--- src/rtl/ha_pipe.sv ---
// ha_pipe: WIDTH-bit add of a+b+cin, SEG bits per stage, registered carry chain; `ADD_SUB_EN adds the sub port.
// Latency: STAGES = WIDTH/SEG cycles, one result per cycle.
// Backpressure: whole pipe freezes while out_valid && !out_ready; in_ready = !stall.
module ha_pipe #(
   parameter int WIDTH = 16,
   parameter int SEG   = 4,
   localparam int STAGES = WIDTH / SEG
) (
   input  logic             clk,
   input  logic             rst,
   input  logic             in_valid,
   output logic             in_ready,
   input  logic [WIDTH-1:0] a,
   input  logic [WIDTH-1:0] b,
   input  logic             cin,
`ifdef ADD_SUB_EN
   input  logic             sub,
`endif
   output logic             out_valid,
   input  logic             out_ready,
   output logic [WIDTH-1:0] s,
   output logic             cout,
   output logic             ovf
);

   logic             stall;
   logic [WIDTH-1:0] b_eff;
   logic             c_eff;

`ifdef ADD_SUB_EN
   // a - b - cin == a + ~b + ~cin; mode is folded into the operands at entry
   assign b_eff = sub ? ~b : b;
   assign c_eff = sub ? ~cin : cin;
`else
   assign b_eff = b;
   assign c_eff = cin;
`endif

   assign stall    = out_valid && !out_ready;
   assign in_ready = !stall;

   // What each stage consumes. Remaining operand bits are shifted down so the
   // active segment always sits at [SEG-1:0]; the partial sum fills from the top.
   logic             v_src [STAGES];
   logic             c_src [STAGES];
   logic [WIDTH-1:0] a_src [STAGES];
   logic [WIDTH-1:0] b_src [STAGES];
   logic [WIDTH-1:0] p_src [STAGES];

   assign v_src[0] = in_valid;
   assign c_src[0] = c_eff;
   assign a_src[0] = a;
   assign b_src[0] = b_eff;
   assign p_src[0] = '0;

   for (genvar k = 0; k < STAGES; k++) begin : g_stg
      logic [SEG:0]     seg_sum;
      logic [WIDTH-1:0] p_nxt;
      logic             vld_q;
      logic             cy_q;
      logic [WIDTH-1:0] sum_q;

      assign seg_sum = {1'b0, a_src[k][SEG-1:0]} + {1'b0, b_src[k][SEG-1:0]}
                     + {{SEG{1'b0}}, c_src[k]};
      assign p_nxt   = (p_src[k] >> SEG) | (WIDTH'(seg_sum[SEG-1:0]) << (WIDTH - SEG));

      always_ff @(posedge clk or posedge rst) begin
         if (rst) begin
            vld_q <= 1'b0;
            cy_q  <= 1'b0;
            sum_q <= '0;
         end else if (!stall) begin
            vld_q <= v_src[k];
            cy_q  <= seg_sum[SEG];
            sum_q <= p_nxt;
         end
      end

      if (k < STAGES - 1) begin : g_mid
         logic [WIDTH-1:0] a_q;
         logic [WIDTH-1:0] b_q;

         always_ff @(posedge clk or posedge rst) begin
            if (rst) begin
               a_q <= '0;
               b_q <= '0;
            end else if (!stall) begin
               a_q <= a_src[k] >> SEG;
               b_q <= b_src[k] >> SEG;
            end
         end

         assign v_src[k+1] = vld_q;
         assign c_src[k+1] = cy_q;
         assign a_src[k+1] = a_q;
         assign b_src[k+1] = b_q;
         assign p_src[k+1] = sum_q;
      end else begin : g_last
         logic ovf_q;

         // carry into the MSB is recovered as a^b^sum at that bit
         always_ff @(posedge clk or posedge rst) begin
            if (rst) begin
               ovf_q <= 1'b0;
            end else if (!stall) begin
               ovf_q <= a_src[k][SEG-1] ^ b_src[k][SEG-1] ^ seg_sum[SEG-1] ^ seg_sum[SEG];
            end
         end

         assign out_valid = vld_q;
         assign s         = sum_q;
         assign cout      = cy_q;
         assign ovf       = ovf_q;
      end
   end

endmodule

--- config.mk ---
export PLATFORM = sky130hd
export DESIGN_NAME = ha_pipe
export DESIGN_NICKNAME = d
export VERILOG_FILES = /design/src/rtl/ha_pipe.sv
export SDC_FILE = /design/constraint.sdc
export NUM_CORES = 1
export LEC_CHECK = 0
export CAP_MARGIN = 30
export CORE_ASPECT_RATIO = 1.1
export CORE_UTILIZATION = 47
export DETAILED_ROUTE_END_ITERATION = 7
export GPL_ROUTABILITY_DRIVEN = 0
export PLACE_DENSITY = 0.73
export SETUP_SLACK_MARGIN = 0.2
export SKIP_LAST_GASP = 1
export SLEW_MARGIN = 20
export SYNTH_ARGS = -nofsm -noshare
export SYNTH_HDL_FRONTEND = slang
export SYNTH_SLANG_ARGS = --single-unit
--- constraint.sdc ---
create_clock -name clk -period 2.9 [get_ports clk]
set_input_delay 0.435 -clock clk [delete_from_list [all_inputs] [get_ports clk]]
set_output_delay 0.435 -clock clk [all_outputs]
set_load 0.005 [all_outputs]
# Yosys cells after proc, flatten, opt, wreduce, memory -nomap -nowiden
# Cells that the tools add are included.
# op_classes
addsub	8
bitwise_logic	6
n_reduce_logical	3
# op_table
operator	n
bitwise OR 12 x 16 -> 16 bit	3
adder 4 x 4 -> 5 bit	4
adder 5 x 1 -> 5 bit	4
XOR 1 bit	3
zero test 1 bit	2
logical AND 1 bit	1
# word_totals
ff_bits	109
in_bits	37
out_inout_bits	20
word_cells	36

# Logic depth before layout (Yosys ltp)
# Gate-level depths: netlist of the first run.
# depth
word_depth	4
ltp_mapped	7
depth_no_buf	7

# Worst setup path after synthesis of the first run
# Ideal clock, no wire load.
# synth_timing
path_kind	input -> register
start	input a[0]
end	register g_stg[0].cy_q
arrival_ns	1.627
setup_slack_ns	1.147
cell_stages	5
path_buffers	0
cell_sequence	fa_1 -> fa_1 -> a21o_1 -> a21oi_1 -> a21oi_1
# synth_between
elab_chain_cells	2
# synth_lines
item	line_no	source
start: declaration	13	input logic [WIDTH-1:0] a,
adder 4 x 4 -> 5 bit	63	assign seg_sum = {1'b0, a_src[k][SEG-1:0]} + {1'b0, b_src[k][SEG-1:0]}
adder 5 x 1 -> 5 bit	64	+ {{SEG{1'b0}}, c_src[k]};
end signal: assignment	74	cy_q <= seg_sum[SEG];
end: declaration	60	logic cy_q;
# Every way passes these cells.
# A chain may end at the register's enable or synchronous reset.

# Worst setup path in the final report of the first run
# layout_timing
start	input out_ready
end	output in_ready
# layout_between
elab_chain_cells	3
# layout_lines
item	line_no	source
start: declaration	20	input logic out_ready,
zero test 1 bit	39	assign stall = out_valid && !out_ready;
logical AND 1 bit	39	
zero test 1 bit	n/a	
end: declaration	12	output logic in_ready,
# Every way passes these cells.

==> impl_metrics.ini, run 1 <==
[pwr]
irDropWorstVdd_uv = 623
p_leak_nw = 2.56
p_per_area_nw_per_um2 = 1020

[timing]
layout_min_cycle_time_ns = 2.24
tightest_slew_ns = 0.863
tns_ns = 0
finalCritPeriodShare_pct = 77.2
worst_clock_skew_ns = 0.00925
setup_viol = 0
relSlewSlack_pct = 42.4
final-hold-violation-count = 0
slew_violations = 0
rsz0062_at_grt = no
fmax_mhz = 447

[cts]
h-tree-depth = 3
cts_buffers = 9
post_cts_resized = 0
clock_latency_ns = 0.36
postCtsSetupRepairBufs = 0
clock_sinks = 97
clk_pin_slew_ns = 0.09
postCtsHoldBufs = 0
cts_tree = done
clockRootBuffer = clkbuf_8
clk_path_buf_depth = 2

[final_layout]
synthToLayoutAreaGrowth_pct = 20.8
num-nets-final = 551
num-fill-cells = 756
fin_area_sq_um = 5020
drive_above_1_share_pct = 4.81
antennaDiodeCount = 0

[setup_path]
endpoint_kind = primary output
cp.arrival_ns = 1.80
worstPathRequired_ns = 2.47
r2r-end = g_stg[1].cy_q
r2r_setup_slack_ns = 0.97
crit_path_start_kind = input port
r2r_cells = 5
path_max_fanout = 31
crit_type = in -> out
r2r_start = g_stg[0].cy_q

[worst_hold_path]
min_to = s[8]
whs_path_depth = 2
worstHoldPathType = reg -> reg
holdCritStartpoint = s[8]

[routing]
route.detailed.drc = 0
wire_per_inst_um = 11.5
vias = 2878
drtAntennaViolNets = 0
viasPerCell = 4.72
drt-total-wl_mm = 7.04
drtPass1Iterations = 6
drt_iter0_markers = 121

[die]
die_y_um = 101
io_pins = 57
chipWidth_um = 91.7
row_count = 35
core_sq_um = 8500
die_area_sq_um = 9230
start_util_pct = 49.0

[grt]
grt_max_degree = 91
antenna_found_initial = 0
grt_usage_pct = 17.2
overflow = 0
grt_pass1_vias = 2771
grt_pass1_wl_mm = 12.3

[synthesis]
synth-seq-cells = 97
synth_fp_nets = 501
synth_top_area_cell = dfrtp_1
synth_top_area_share_pct = 58.4
netlist_area_sq_um = 4160
yosysSeqAreaShare_pct = 58.4
ys.warnings.count = 0
avgSynthCellArea_sq_um = 9.37
synthDistinctLibCells = 21
synth.area.top_cells = dfrtp_1, nand2_1, fa_1, ha_1, buf_6
netlist_instances = 444

[place]
dpl_cell_area_sq_um = 4760
port_buffers = 56
dpl.hpwl_mm = 4.50

[status]
status = finished, final reports clean

[job]
cap_violations = 0
## stage by stage
step / utilization (%) / instances / worst slack, ns / power [mW] / hold WS (ns)
floorplan: - / 444 / 1.15 / 3.51 / 0.430
global placement: 56.0 / 594 / 0.634 / 4.00 / 0.449
detailed placement: 56.0 / 594 / 0.576 / 4.09 / 0.455
CTS: 59.1 / 610 / 0.643 / 5.20 / 0.475
global route: 59.1 / 610 / 0.600 / 5.58 / 0.494
finish: 59.1 / 610 / 0.662 / 5.13 / 0.470
## logic make-up (layout without fill, tap and decap cells)
logic type | Yosys count | count (layout) | share of synthesized area, %
xor gates and xnor gates | 9 | 9 | 1.90
buffers and inverters | 29 | 84 | 4.36
AOI/OAI and AO/OA | 33 | 33 | 4.51
and+or+nand+nor | 256 | 256 | 23.4
adders and majority gates | 20 | 20 | 7.46
DFF | 97 | 97 | 58.4
## routing by layer
layer	part of all wire (%)	wire, um	vias to the layer above	global-route usage [%]
met4	1.5	106	0	6.85
met3	3.6	253	7	3.70
met2	47	3340	47	28.5
met1	47	3340	1357	22.2
li1	-	-	1467	-
met5	0	0	-	0
## synthesized netlist by cell type
| cell type | n |
|---|---|
| buf_6 | 8 |
| clkbuf_1 | 5 |
| nand2_1 | 241 |
| nand2b_1 | 2 |
| o21ai_0 | 10 |
| nor2b_2 | 1 |
| a21o_1 | 6 |
| ha_1 | 12 |
| buf_2 | 8 |
| nor2_1 | 11 |
| o21ai_1 | 1 |
| o2bb2ai_1 | 1 |
| xnor2_1 | 3 |
| a21oi_1 | 14 |
| xor2_1 | 6 |
| fa_1 | 8 |
| dfrtp_1 | 97 |
| inv_1 | 7 |
| nor2b_1 | 1 |
| a21oi_2 | 1 |
| inv_4 | 1 |
## final cells by class
type                            count  area [sq um]  share of cell area [%]
Sequential cell                    97          2430                    48.3
Multi-Input combinational cell    318          1560                    31.0
Timing Repair Buffer               60           603                    12.0
Clock buffer                       12           165                    3.29
Tap cell                          111           139                    2.76
Clock inverter                      4          97.6                    1.94
Inverter                            8          36.3                   0.722
## how the worst max path moves through the flow
stage | endpoint | slack, ns | cells past startpoint | startpoint
after floorplan | g_stg[0].cy_q | 1.15 | 5 | a[0]
after global placement | g_stg[0].cy_q | 0.63 | 6 | a[0]
after detailed placement | g_stg[0].cy_q | 0.58 | 6 | a[0]
after CTS | in_ready | 0.64 | 4 | out_ready
after global routing | in_ready | 0.60 | 4 | out_ready
final | in_ready | 0.66 | 4 | out_ready
## where the power goes
part | switching [mW] | internal [mW] | leakage, nW
registers | 0.319 | 1.94 | 1.17
logic | 0.920 | 0.851 | 1.26
clock network | 0.454 | 0.644 | 0.129
## worst max-delay path, stage by stage
cell and delay, ns:
clkdlybuf4s50_1 0.51, nor2b_4 0.06, inv_4 0.23, clkdlybuf4s50_1 0.56
## state kept, by name, indices dropped and copies added, names as in the netlist
register / cells
g_stg.cy_q: 3
s: 16
g_stg.g_mid.b_q: 24
g_stg.g_mid.a_q: 24
ovf: 1
g_stg.vld_q: 3
g_stg.sum_q: 24
cout: 1
out_valid: 1
## cell usage in the layout, fill, tap and decap left out
cell and n:
o21ai_1 1, buf_4 3, inv_1 6, nor2b_1 1, nand2_1 241, inv_4 1, clkinvlp_4 2, a21o_1 6
xor2_1 6, nor2_1 11, dfrtp_1 97, a21oi_2 1, fa_1 8, nand2b_1 2, clkdlybuf4s50_1 56, o2bb2ai_1 1
nor2b_4 1, a21oi_1 14, buf_12 1, clkbuf_8 12, o21ai_0 10, ha_1 12, xnor2_1 3, bufinv_16 3
Note: power is estimated with default switching activity, not from simulation.
==> run 2, diff against run 1 <==
- PLACE_DENSITY: 0.73 -> 0.7
- clock period: 2.9 -> 2.25 ns (I/O delays scaled with it)
==> run 2 against run 1 <==
Clock skew up 0.0041 ns. Total power up 25%. Utilization down 0.25 points. Largest cell class unchanged. Highest routed layer unchanged.
==> impl_metrics.ini, run 2 (synthesis results as in run 1) <==
[status]
status = finished, final reports clean

[grt]
antenna_found_initial = 0
grt_pass1_vias = 2882
grt_usage_pct = 18.0
overflow = 0
grt_max_degree = 104
grt_pass1_wl_mm = 13.0

[final_layout]
biggestRegsByFlops = g_stg.g_mid.a_q: 24 flops, g_stg.g_mid.b_q: 24 flops, g_stg.sum_q: 24 flops
antennaDiodeCount = 0
num-nets-final = 551
drive_above_1_share_pct = 4.61
layout_commonest_cell = nand2_1
synthToLayoutAreaGrowth_pct = 20.3
most-common-layout-cells = nand2_1, dfrtp_1, clkdlybuf4s50_1, a21oi_1, ha_1

[die]
io_pins = 57
die_y_um = 101
core_sq_um = 8500
die_area_sq_um = 9230
chipWidth_um = 91.7
row_count = 35
start_util_pct = 49.0

[timing]
fmax_mhz = 538
worst_clock_skew_ns = 0.0134
relSlewSlack_pct = 69.9
tightest_slew_ns = 0.452
fin_ws_ns = 0.390
tns_ns = 0
finalCritPeriodShare_pct = 82.7
setup_viol = 0
rsz0062_at_grt = no
final-hold-violation-count = 0
slew_violations = 0
layout_min_cycle_time_ns = 1.86

[cts]
clock_latency_ns = 0.36
postCtsHoldBufs = 0
cts_tree = done
postCtsSetupRepairBufs = 0
cts_buffers = 9
clock_sinks = 97
clk_pin_slew_ns = 0.10
clk_path_buf_depth = 2
post_cts_resized = 0
h-tree-depth = 3
clockRootBuffer = clkbuf_8

[setup_path]
worstPathRequired_ns = 1.91
crit_type = in -> out
r2r_cells = 5
cp.arrival_ns = 1.52
endpoint_kind = primary output
path_max_fanout = 2
crit_path_start_kind = input port

[pwr]
irDropWorstVdd_uv = 701
pwr-share-clk_pct = 18.1
power_mw = 6.40
intPower_mw = 4.17
switching_power_mw = 2.23
seqPwrFrac_pct = 45.5
p_leak_nw = 2.54
p_per_area_nw_per_um2 = 1280
combPwrFrac_pct = 36.4
power_switching_share_pct = 34.8

[routing]
viasPerCell = 4.73
route.detailed.drc = 0
drtAntennaViolNets = 0
vias = 2883
drt_iter0_markers = 124
drt-total-wl_mm = 7.17
wire_per_inst_um = 11.8
drtPass1Iterations = 4

[place]
port_buffers = 56
dpl.hpwl_mm = 4.69
dp_slack_ns = 0.0418

[job]
cap_violations = 0

[worst_hold_path]
worstHoldPathType = in -> async
[run 2: changes by cell type in the layout (fill, tap and decap cells not counted), sizes merged]
cell      before  now
bufinv         3    1
clkinvlp       2    3
clkbuf        12   11
inv            7    9
[run 2: cell type report]
cell class	count	area (sq um)
fillers	754	3490
flip-flops and latches	97	2430
multi-input cells	318	1560
repair buffers	60	641
clock buffers	11	141
well taps	111	139
clock inverters	5	62.6
inverters	8	36.3
[run 2: layer usage]
metal	global-route usage (%)	vias up	routed length, um
li1	-	1464	-
met1	24.3	1352	3410
met2	27.9	56	3330
met4	8.29	0	132
met5	0	-	0
met3	4.15	11	299
[run 2: power groups by stage]
stage | registers (mW) | clock network (mW) | logic [mW]
2_1_floorplan | 2.87 | 0 | 1.65
3_3_place_gp | 2.92 | 0 | 2.29
3_5_place_dp | 2.95 | 0 | 2.39
4_1_cts | 2.92 | 1.20 | 2.40
5_1_grt | 3.03 | 1.28 | 2.72
6_report | 2.91 | 1.16 | 2.33
[run 2: per-stage QoR]
step	utilization (%)	hold slack (ns)	area, sq um	std cells
floorplan	-	0.430	4160	444
global placement	56.5	0.443	4800	594
detailed placement	56.5	0.455	4800	594
CTS	58.9	0.203	5000	610
global route	58.9	0.199	5000	610
finish	58.9	0.214	5000	610
[run 2: final timing paths]
path | start | endpoint | slack (ns)
worst min register to register | g_stg[1].sum_q[12] | g_stg[2].sum_q[8] | 0.47
worst min-delay path | rst | s[5] | 0.21
worst max-delay path | out_ready | in_ready | 0.39
max in group asynchronous | rst | g_stg[0].g_mid.a_q[10] | 1.49
min in group clk | g_stg[1].sum_q[12] | g_stg[2].sum_q[8] | 0.47
worst max register to register | g_stg[0].cy_q | g_stg[1].cy_q | 0.41
[run 2: critical path: stages]
cell and delay [ns]:
clkdlybuf4s50_1 0.44, nor2b_4 0.20, inv_4 0.05, clkdlybuf4s50_1 0.49
